--- src/rtl/modexp_ctrl.sv ---
// modexp_ctrl: left-to-right square-and-multiply sequencer for a modular exponentiation datapath
module modexp_ctrl #(
  parameter int EXP_W = 32
) (
  input  logic             clk,
  input  logic             rst,
  input  logic             start,
  input  logic [EXP_W-1:0] exponent,
  input  logic [5:0]       nbits,
  output logic             busy,
  output logic             acc_init,
  output logic             cnt_preset,
  output logic [5:0]       cnt_in,
  output logic             cnt_dec,
  input  logic             cnt_done,
  output logic             mul_start,
  output logic             mul_sel,
  input  logic             mul_done,
  output logic             done
);
  typedef enum logic [3:0] {IDLE, LOAD, SQ, WAIT_SQ, MUL, WAIT_MUL, NEXT, CHECK, FIN} state_t;
  localparam logic [5:0] W = 6'(EXP_W);
  state_t state, next;
  logic [EXP_W-1:0] exp_sr;
  logic [5:0] n, n_cap;
  logic take;
  assign take = state == IDLE && start;
  assign n_cap = nbits > W ? W : nbits;
  assign busy = state != IDLE;
  assign cnt_in = n;
  // next-state; mul_done only counts in the WAIT states, which never coincide with mul_start
  always_comb begin
    next = state;
    case (state)
      IDLE:     next = start ? LOAD : IDLE;
      LOAD:     next = n == 6'd0 ? FIN : SQ;
      SQ:       next = WAIT_SQ;
      WAIT_SQ:  next = mul_done ? (exp_sr[EXP_W-1] ? MUL : NEXT) : WAIT_SQ;
      MUL:      next = WAIT_MUL;
      WAIT_MUL: next = mul_done ? NEXT : WAIT_MUL;
      NEXT:     next = CHECK;
      CHECK:    next = cnt_done ? FIN : SQ;
      FIN:      next = IDLE;
      default:  next = IDLE;
    endcase
  end
  // state, exponent shifter and registered pulses; datapath pulses are registered from the
  // next state so they line up with their state, done lands in the cycle after FIN
  always_ff @(posedge clk) begin
    if (rst) begin
      state      <= IDLE;
      exp_sr     <= '0;
      n          <= '0;
      acc_init   <= 1'b0;
      cnt_preset <= 1'b0;
      cnt_dec    <= 1'b0;
      mul_start  <= 1'b0;
      mul_sel    <= 1'b0;
      done       <= 1'b0;
    end else begin
      state      <= next;
      exp_sr     <= take ? exponent << (EXP_W - int'(n_cap)) : state == NEXT ? exp_sr << 1 : exp_sr;
      n          <= take ? n_cap : 6'd0;
      acc_init   <= next == LOAD;
      cnt_preset <= next == LOAD;
      cnt_dec    <= next == NEXT;
      mul_start  <= next == SQ || next == MUL;
      mul_sel    <= next == MUL ? 1'b1 : next == SQ ? 1'b0 : mul_sel;
      done       <= state == FIN;
    end
  end
endmodule

--- config.mk ---
export PLATFORM = sky130hd
export DESIGN_NAME = modexp_ctrl
export DESIGN_NICKNAME = d
export VERILOG_FILES = /design/src/rtl/modexp_ctrl.sv
export SDC_FILE = /design/constraint.sdc
export NUM_CORES = 1
export LEC_CHECK = 0
export BUFFER_PORTS_ARGS = -buffer_cell sky130_fd_sc_hd__buf_2
export CAP_MARGIN = 20
export CORE_ASPECT_RATIO = 1.2
export CORE_MARGIN = 4
export CORE_UTILIZATION = 32
export CTS_BUF_LIST = sky130_fd_sc_hd__clkbuf_4 sky130_fd_sc_hd__clkbuf_8 sky130_fd_sc_hd__clkbuf_16
export CTS_CLUSTER_SIZE = 24
export DETAILED_ROUTE_END_ITERATION = 8
export PLACE_DENSITY = 0.5
export SETUP_SLACK_MARGIN = 0.2
export SLEW_MARGIN = 10
export SYNTH_ARGS = -nofsm -noshare
export SYNTH_HDL_FRONTEND = slang
export SYNTH_SLANG_ARGS = --single-unit
--- constraint.sdc ---
create_clock -name clk -period 6.4 [get_ports clk]
set_clock_uncertainty 0.2 [all_clocks]
set_input_delay 0.32 -clock clk [delete_from_list [all_inputs] [get_ports clk]]
set_output_delay 0.32 -clock clk [all_outputs]
set_load 0.03 [all_outputs]
# After elaboration in Yosys (flattened, before gate mapping)
# Cells that the tools add are included.
# word_totals
regBits	47
# op_classes
bitwise_logic	1
order_cmp	1
n_addsub	1
eq_ne	12
n_reduce_logical	8
mux	12
shift	1
# op_table
op	count
32-bit 2-to-1 mux	2
4-bit case mux with 8 select lines	1
32-bit by 32-bit left shift with 32-bit output	1
4-bit by 3-bit equality test with 1-bit output (second input constant)	6
4-bit by 2-bit equality test with 1-bit output (second input constant)	3
4-bit by 1-bit equality test with 1-bit output (second input constant)	2
4-bit 2-to-1 mux	2
6-bit by 6-bit subtractor with 7-bit output (first input constant)	1
6-bit > comparator (second input constant)	1
6-bit logical NOT	1
6-bit 2-to-1 mux	1
4-bit equality test (second input constant)	1
4-bit logical NOT	1
2-bit 2-to-1 mux	2
2-bit nonzero test	2
4-bit nonzero test	1
1-bit 2-to-1 mux	3
3-bit 2-to-1 mux	1
2-bit OR reduction	1
1-bit logical AND	1
1-bit logical OR	1
1-bit NOT	1

# Logic depth before layout (Yosys ltp)
# Gate-level depths: netlist (run 1).
# logic_depth
word_depth	6
mapped_depth	14

# Least setup slack after synthesis (run 1)
# OpenSTA, ideal clock, no wires.
# synth_timing
path_type	input port to flip-flop
from	input port nbits[0]
to	register exp_sr[28]
t_arrival_ps	2852
cell_stages	13
setup_ps	80
path_buffers	6
slack_ps	3268
path_cell_list	buf_2 > nor2b_1 > buf_2 > inv_1 > ha_1 > clkbuf_1 > clkbuf_1 > clkbuf_1 > clkbuf_1 > o21ai_0 > o22ai_1 > o2111ai_1 > o211ai_1
# synth_between
elab_chain_cells	5
# synth_lines
item	line	source
start, declared	9	input logic [5:0] nbits,
6-bit > comparator	28	assign n_cap = nbits > W ? W : nbits;
6-bit 2-to-1 mux (*)	28	
6-bit by 6-bit subtractor with 7-bit output (*)	62	exp_sr <= take ? exponent << (EXP_W - int'(n_cap)) : state == NEXT ? exp_sr << 1 : exp_sr;
32-bit by 32-bit left shift with 32-bit output (*)	62	
32-bit 2-to-1 mux (*)	62	
end signal, assigned	62	
end, declared	24	logic [EXP_W-1:0] exp_sr;
# Every way passes the cells marked *; elsewhere a longest branch is shown, timed or not.
# A chain may end at the register's enable or synchronous reset.

# Worst setup path in the final report (run 1)
# layout_timing
from	input port nbits[5]
to	register exp_sr[27]
# The elaborated chain is that of the path after synthesis.

==> flow_metrics.tcl, run 1 <==
set metrics [dict create \
    path_buf_inv 3 \
    cp.arrival_ns 4.44 \
    clkSinkCount 47 \
    synthCells 578 \
    slew_violations 0 \
    r2r_slack_ns 3.40 \
    start_kind "input port" \
    fillers 1457 \
    cp_top_family "simple AND/OR/NAND/NOR gates" \
    rsz0062_at_grt "no" \
    wl_um 16300 \
    clock_latency_ns 0.29 \
    syn_to_final_growth_pct 11.3 \
    crit_fanout 42 \
    hp-class "in -> reg" \
    synth_edf_count 0 \
    ir_drop_v 0.0000985 \
    cpPeakStageDelay_ns 0.72 \
    hold_violations 0 \
    timing.slew.headroom_pct 29.6 \
    end_kind "flip-flop" \
    fin_setup_tns_ns 0 \
    nNetsFinal 641 \
    path_class "in -> reg" \
    max_freq_ghz 0.225 \
    yosysSeqAreaShare_pct 21.4 \
    synth_area_mm2 0.00441 \
    regArea_um2 941 \
    p_sw_share_pct 39.2 \
    clockBufferDepth 2 \
    cts_max_level 2 \
    cts_made_buffers 5 \
    multiInputGateArea_mm2 0.00320 \
    crit_cells 11 \
    hpwl_um 11900 \
    setup_violations 0 \
    drive_gt1_share_pct 18.4 \
    synth-async-reset-ratio_pct 0 \
    die_y_um 137 \
    synth_top_flop_cell "dfxtp_1" \
    startpoint "nbits[5]" \
    grtUsageTotal_pct 20.6 \
    post-route-util_pct 36.7 \
    grt_max_degree 46 \
    r2r-end "exp_sr[27]" \
    dieArea_mm2 0.0157 \
    cts_hold_buf 0 \
    whs_ns 0.104 \
    timing.final.crit_share_pct 69.3 \
    p_leak_nw 1.87 \
    fin_crit_ns 4.44 \
    worstSetupEndpoint "exp_sr[27]" \
    synth.ff_latch_count 47 \
    routedWlPerCell_um 21.3 \
    outcome "finished, final reports clean" \
    p_clk_share_pct 27.0 \
    drt-initial-drc-count 347 \
    post_cts_buffers 0 \
    coreArea_mm2 0.0134 \
    remaining_drc_errors 0 \
    comb_power_share_pct 40.4 \
    gr-total-overflow 0 \
    grt_pass1_wl_um 25500 \
    num_vias 4791 \
    fp-row-count 46 \
    diodes 0 \
    dieWidth_um 115 \
    cts_resized 0 \
    dp_slack_ns 1.70 \
    drtPass1Iterations 6 \
    pin_count 56 \
    synth_area_leaders "dfxtp_1 (21%), mux2i_1 (8.9%), o21ai_0 (5.7%), nand2_1 (4.8%), nor2_1 (4.3%)" \
    p_per_area_mw_per_mm2 214 \
    clkTransAtPathRegs_ns 0.07 \
    ys_warn_count 0 \
    port_buffers 55 \
    grt_pass1_vias 4494 \
    cp_common_cell "and2_1" \
    power.switching_mw 0.412 \
    via_per_inst 6.25 \
    synth_top_area_cell "dfxtp_1" \
    synth_cell_types 76 \
    cts_tree "yes" \
    power_frac_seq_pct 32.6 \
    place_congestion 0.927 \
    r2r_start "state[0]" \
    reg2reg_depth 7 \
    yosysTopAreaCellShare_pct 21.4 \
    synth_area_per_cell_um2 7.62 \
    setup_ws_ns 1.96 \
    slowest_stage "ha_1" \
    total_power_mw 1.05 \
    crit_chain "buf_2 -> buf_4 -> nor2b_2 -> inv_1 -> ha_1 -> and2_1 -> a311o_1 -> and2_1 -> nand2_4 -> or4_1 -> a311oi_2" \
    final_antenna_net_count 0 \
    antenna_found_initial 0 \
    synth_nets 622 \
    crit_required_ns 6.41 \
    max_cap_viol_count 0 \
    root_buffer "clkbuf_16" \
    worst_pin_slew_ns 1.05 \
    initial_utilization_pct 33.0 \
    internal_power_mw 0.639 \
]
kinds of logic after synthesis:
kind of cell	count (synthesis)	synth area share, %
buffers and inverters	63	6.33
XOR/XNOR	3	0.597
adder cells (fa/ha/maj)	1	0.284
multiplexers	58	15.5
AO/OA/AOI/OAI	206	33.5
AND/OR/NAND/NOR	200	22.5
flip-flops	47	21.4
power groups by stage:
| stage | clock network (mW) | logic (mW) | registers, mW |
|---|---|---|---|
| after global routing | 0.302 | 0.459 | 0.346 |
| final | 0.284 | 0.425 | 0.343 |
| after CTS | 0.290 | 0.418 | 0.343 |
| after detailed placement | 0 | 0.417 | 0.349 |
| after global placement | 0 | 0.419 | 0.348 |
| after floorplan | 0 | 0.293 | 0.345 |
layer usage:
metal  vias to the layer above  part of all wire, %  GRT usage [%]
met5                         -                    0              0
met4                         0                  3.1           7.63
met3                        36                  5.3           2.21
met2                       204                   49           34.0
met1                      2296                   43           27.6
li1                       2255                    -              -
worst reg2reg max path: stages, from the launching register on:
cell      delay (ns)
dfxtp_1         0.45
nor4_4          0.40
inv_2           0.10
a211oi_4        0.42
and2_1          0.43
nand2_4         0.14
or4_1           0.58
a311oi_2        0.20
layout by cell type, fill, tap and decap left out, types with 3 or more instances in the layout:
cell type,count
nand2_1,56
buf_2,55
o21ai_0,50
nor2_1,50
dfxtp_1,47
mux2i_1,39
a21oi_1,28
nor3_1,24
nand3_1,15
and3_1,13
a211oi_1,13
buf_4,11
mux2_2,10
o211ai_1,10
a31oi_1,9
a32oi_1,8
o2bb2ai_1,8
a211o_1,8
inv_1,7
nor4_1,7
a221oi_1,7
o21a_1,7
mux4_2,7
and2_1,5
nor2b_1,5
a2111oi_0,5
clkbuf_16,5
nand4_1,4
o221ai_1,4
or3_1,3
or3b_1,3
o21bai_1,3
a311oi_1,3
a32o_1,3
a31o_2,3
a22oi_1,3
o22ai_1,3
o2111ai_1,3
sequential cells by signal, summed over array words and instances (netlist names):
signal,cells
cnt_preset,1
mul_sel,1
state,4
cnt_in,6
mul_start,1
done,1
exp_sr,32
cnt_dec,1
how the worst min path moves through the flow:
stage	startpoint	end	slack, ns	cells past startpoint
floorplan	rst	cnt_preset	0.25	1
global placement	mul_sel	mul_sel	0.28	2
detailed placement	mul_sel	mul_sel	0.28	2
CTS	cnt_done	state[3]	0.1	3
global route	cnt_done	state[3]	0.12	3
finish	cnt_done	state[3]	0.10	3
stage by stage:
stage | std cells | area [µm²]
3_3_place_gp | 758 | 4740
3_5_place_dp | 758 | 4740
4_1_cts | 766 | 4900
5_1_grt | 766 | 4900
6_report | 766 | 4900
2_1_floorplan | 578 | 4410
final cells by class:
type | count | share of cell area (%)
Multi-Input combinational cell | 468 | 65.3
Sequential cell | 47 | 19.2
Timing Repair Buffer | 66 | 7.30
Tap cell | 168 | 4.29
Clock buffer | 7 | 3.11
Inverter | 9 | 0.689
Clock inverter | 1 | 0.153
cell usage after synthesis, types with 8 or more instances:
cell type / n
nand2_1: 56
nor2_1: 50
o21ai_0: 50
dfxtp_1: 47
mux2i_1: 39
a21oi_1: 28
clkbuf_1: 27
nor3_1: 24
buf_2: 19
nand3_1: 15
a211oi_1: 14
and3_1: 13
mux2_2: 10
o211ai_1: 10
a31oi_1: 9
a211o_1: 8
a32oi_1: 8
o2bb2ai_1: 8
(Power assumes the default switching activity.)
==> run 2, diff against run 1 <==
Clock period 6.4 ns to 4.2 ns, I/O delays scaled along.
==> flow_metrics.tcl, run 2 (synthesized netlist as in run 1, its figures left out) <==
set metrics [dict create \
    outcome "finished, final reports clean" \
    grt_pass1_vias 4638 \
    cts_resized 0 \
    path_class "in -> reg" \
    cts_hold_buf 1 \
    fp-row-count 46 \
    timing.slew.headroom_pct 42.0 \
    max_cap_viol_count 0 \
    cp_top_family "simple AND/OR/NAND/NOR gates" \
    p_per_area_mw_per_mm2 329 \
    crit_chain "buf_2 -> nor2b_2 -> inv_1 -> buf_4 -> ha_1 -> nor4b_1 -> a311o_1 -> buf_4 -> and2_1 -> nand2_4 -> or4_1 -> a311oi_2" \
    die_y_um 137 \
    port_buffers 55 \
    via_per_inst 6.22 \
    final_cell_mix "nand2_1 (56), buf_2 (55), o21ai_0 (50), nor2_1 (50), dfxtp_1 (47)" \
    max_freq_ghz 0.318 \
    diodes 0 \
    clockBufferDepth 2 \
    cts_tree "yes" \
    nNetsFinal 654 \
    setup_violations 0 \
    dieWidth_um 115 \
    crit_fanout 13 \
    dp_slack_ns 0.759 \
    worst_pin_slew_ns 0.861 \
    drtPass1Iterations 5 \
    setup_ws_ns 1.05 \
    cp_common_cell "buf_4" \
    fin_setup_tns_ns 0 \
    slew_violations 0 \
    antenna_found_initial 0 \
    final_antenna_net_count 0 \
    root_buffer "clkbuf_16" \
    whs_ns 0.0336 \
    largest_reg_flops 32 \
    clkSinkCount 47 \
    drt-initial-drc-count 373 \
    clock_latency_ns 0.29 \
    cp.arrival_ns 3.15 \
    path_buf_inv 4 \
    grt_max_degree 45 \
    regMostFlops "exp_sr" \
    syn_to_final_growth_pct 13.8 \
    num_vias 4848 \
    fin_crit_ns 3.15 \
    clkTransAtPathRegs_ns 0.07 \
    hpwl_um 12300 \
    hp-class "in -> reg" \
    place_congestion 0.994 \
    p_leak_nw 1.94 \
    rsz0062_at_grt "no" \
    cts_made_buffers 5 \
    post_cts_buffers 0 \
    crit_required_ns 4.21 \
    wl_um 16400 \
    routedWlPerCell_um 21.0 \
    gr-total-overflow 0 \
    pin_count 56 \
    end_kind "flip-flop" \
    grtUsageTotal_pct 20.9 \
    coreArea_mm2 0.0134 \
    cpPeakStageDelay_ns 0.60 \
    drive_gt1_share_pct 20.0 \
    cts_max_level 2 \
    start_kind "input port" \
    hold_violations 0 \
    ir_drop_v 0.000162 \
    remaining_drc_errors 0 \
    initial_utilization_pct 33.0 \
    grt_pass1_wl_um 26100 \
    dieArea_mm2 0.0157 \
    final_common_cell "nand2_1" \
    slowest_stage "or4_1" \
    timing.final.crit_share_pct 74.9 \
]
run 2: report_power, final:
| part | total (mW) | switching [mW] | internal [mW] |
|---|---|---|---|
| logic | 0.663 | 0.422 | 0.241 |
| clock network | 0.463 | 0.182 | 0.281 |
| registers | 0.522 | 0.0303 | 0.491 |
| total | 1.65 | 0.635 | 1.01 |
run 2: path summary, 6_finish.rpt:
path	from	endpoint	slack (ns)	depth (start not counted)
setup / recovery	nbits[0]	exp_sr[27]	1.05	12
setup reg to reg	state[0]	exp_sr[27]	1.17	7
hold / removal	nbits[4]	cnt_in[4]	0.03	2
hold reg to reg	exp_sr[4]	exp_sr[4]	0.29	2
run 2: per-stage QoR:
stage | power [mW] | std cells | utilization [%] | instance area, µm²
finish | 1.65 | 779 | 37.5 | 5010
global route | 1.73 | 779 | 37.5 | 5010
CTS | 1.65 | 779 | 37.5 | 5010
detailed placement | 1.18 | 770 | 36.2 | 4830
global placement | 1.18 | 770 | 36.2 | 4830
floorplan | 0.972 | 578 | - | 4410
run 2: layout make-up:
type	count	area, µm²
well taps	168	210
multi-input cells	468	3200
clock buffers	5	125
fillers	1434	8340
flip-flops and latches	47	941
inverters	9	33.8
repair buffers	79	458
clock inverters	3	43.8
run 2: metal layers:
metal | up-vias | GRT usage (%) | share of wire (%)
li1 | 2280 | - | -
met1 | 2275 | 26.6 | 42
met2 | 251 | 35.1 | 48
met3 | 42 | 2.83 | 6.0
met4 | 0 | 9.07 | 3.9
met5 | - | 0 | 0
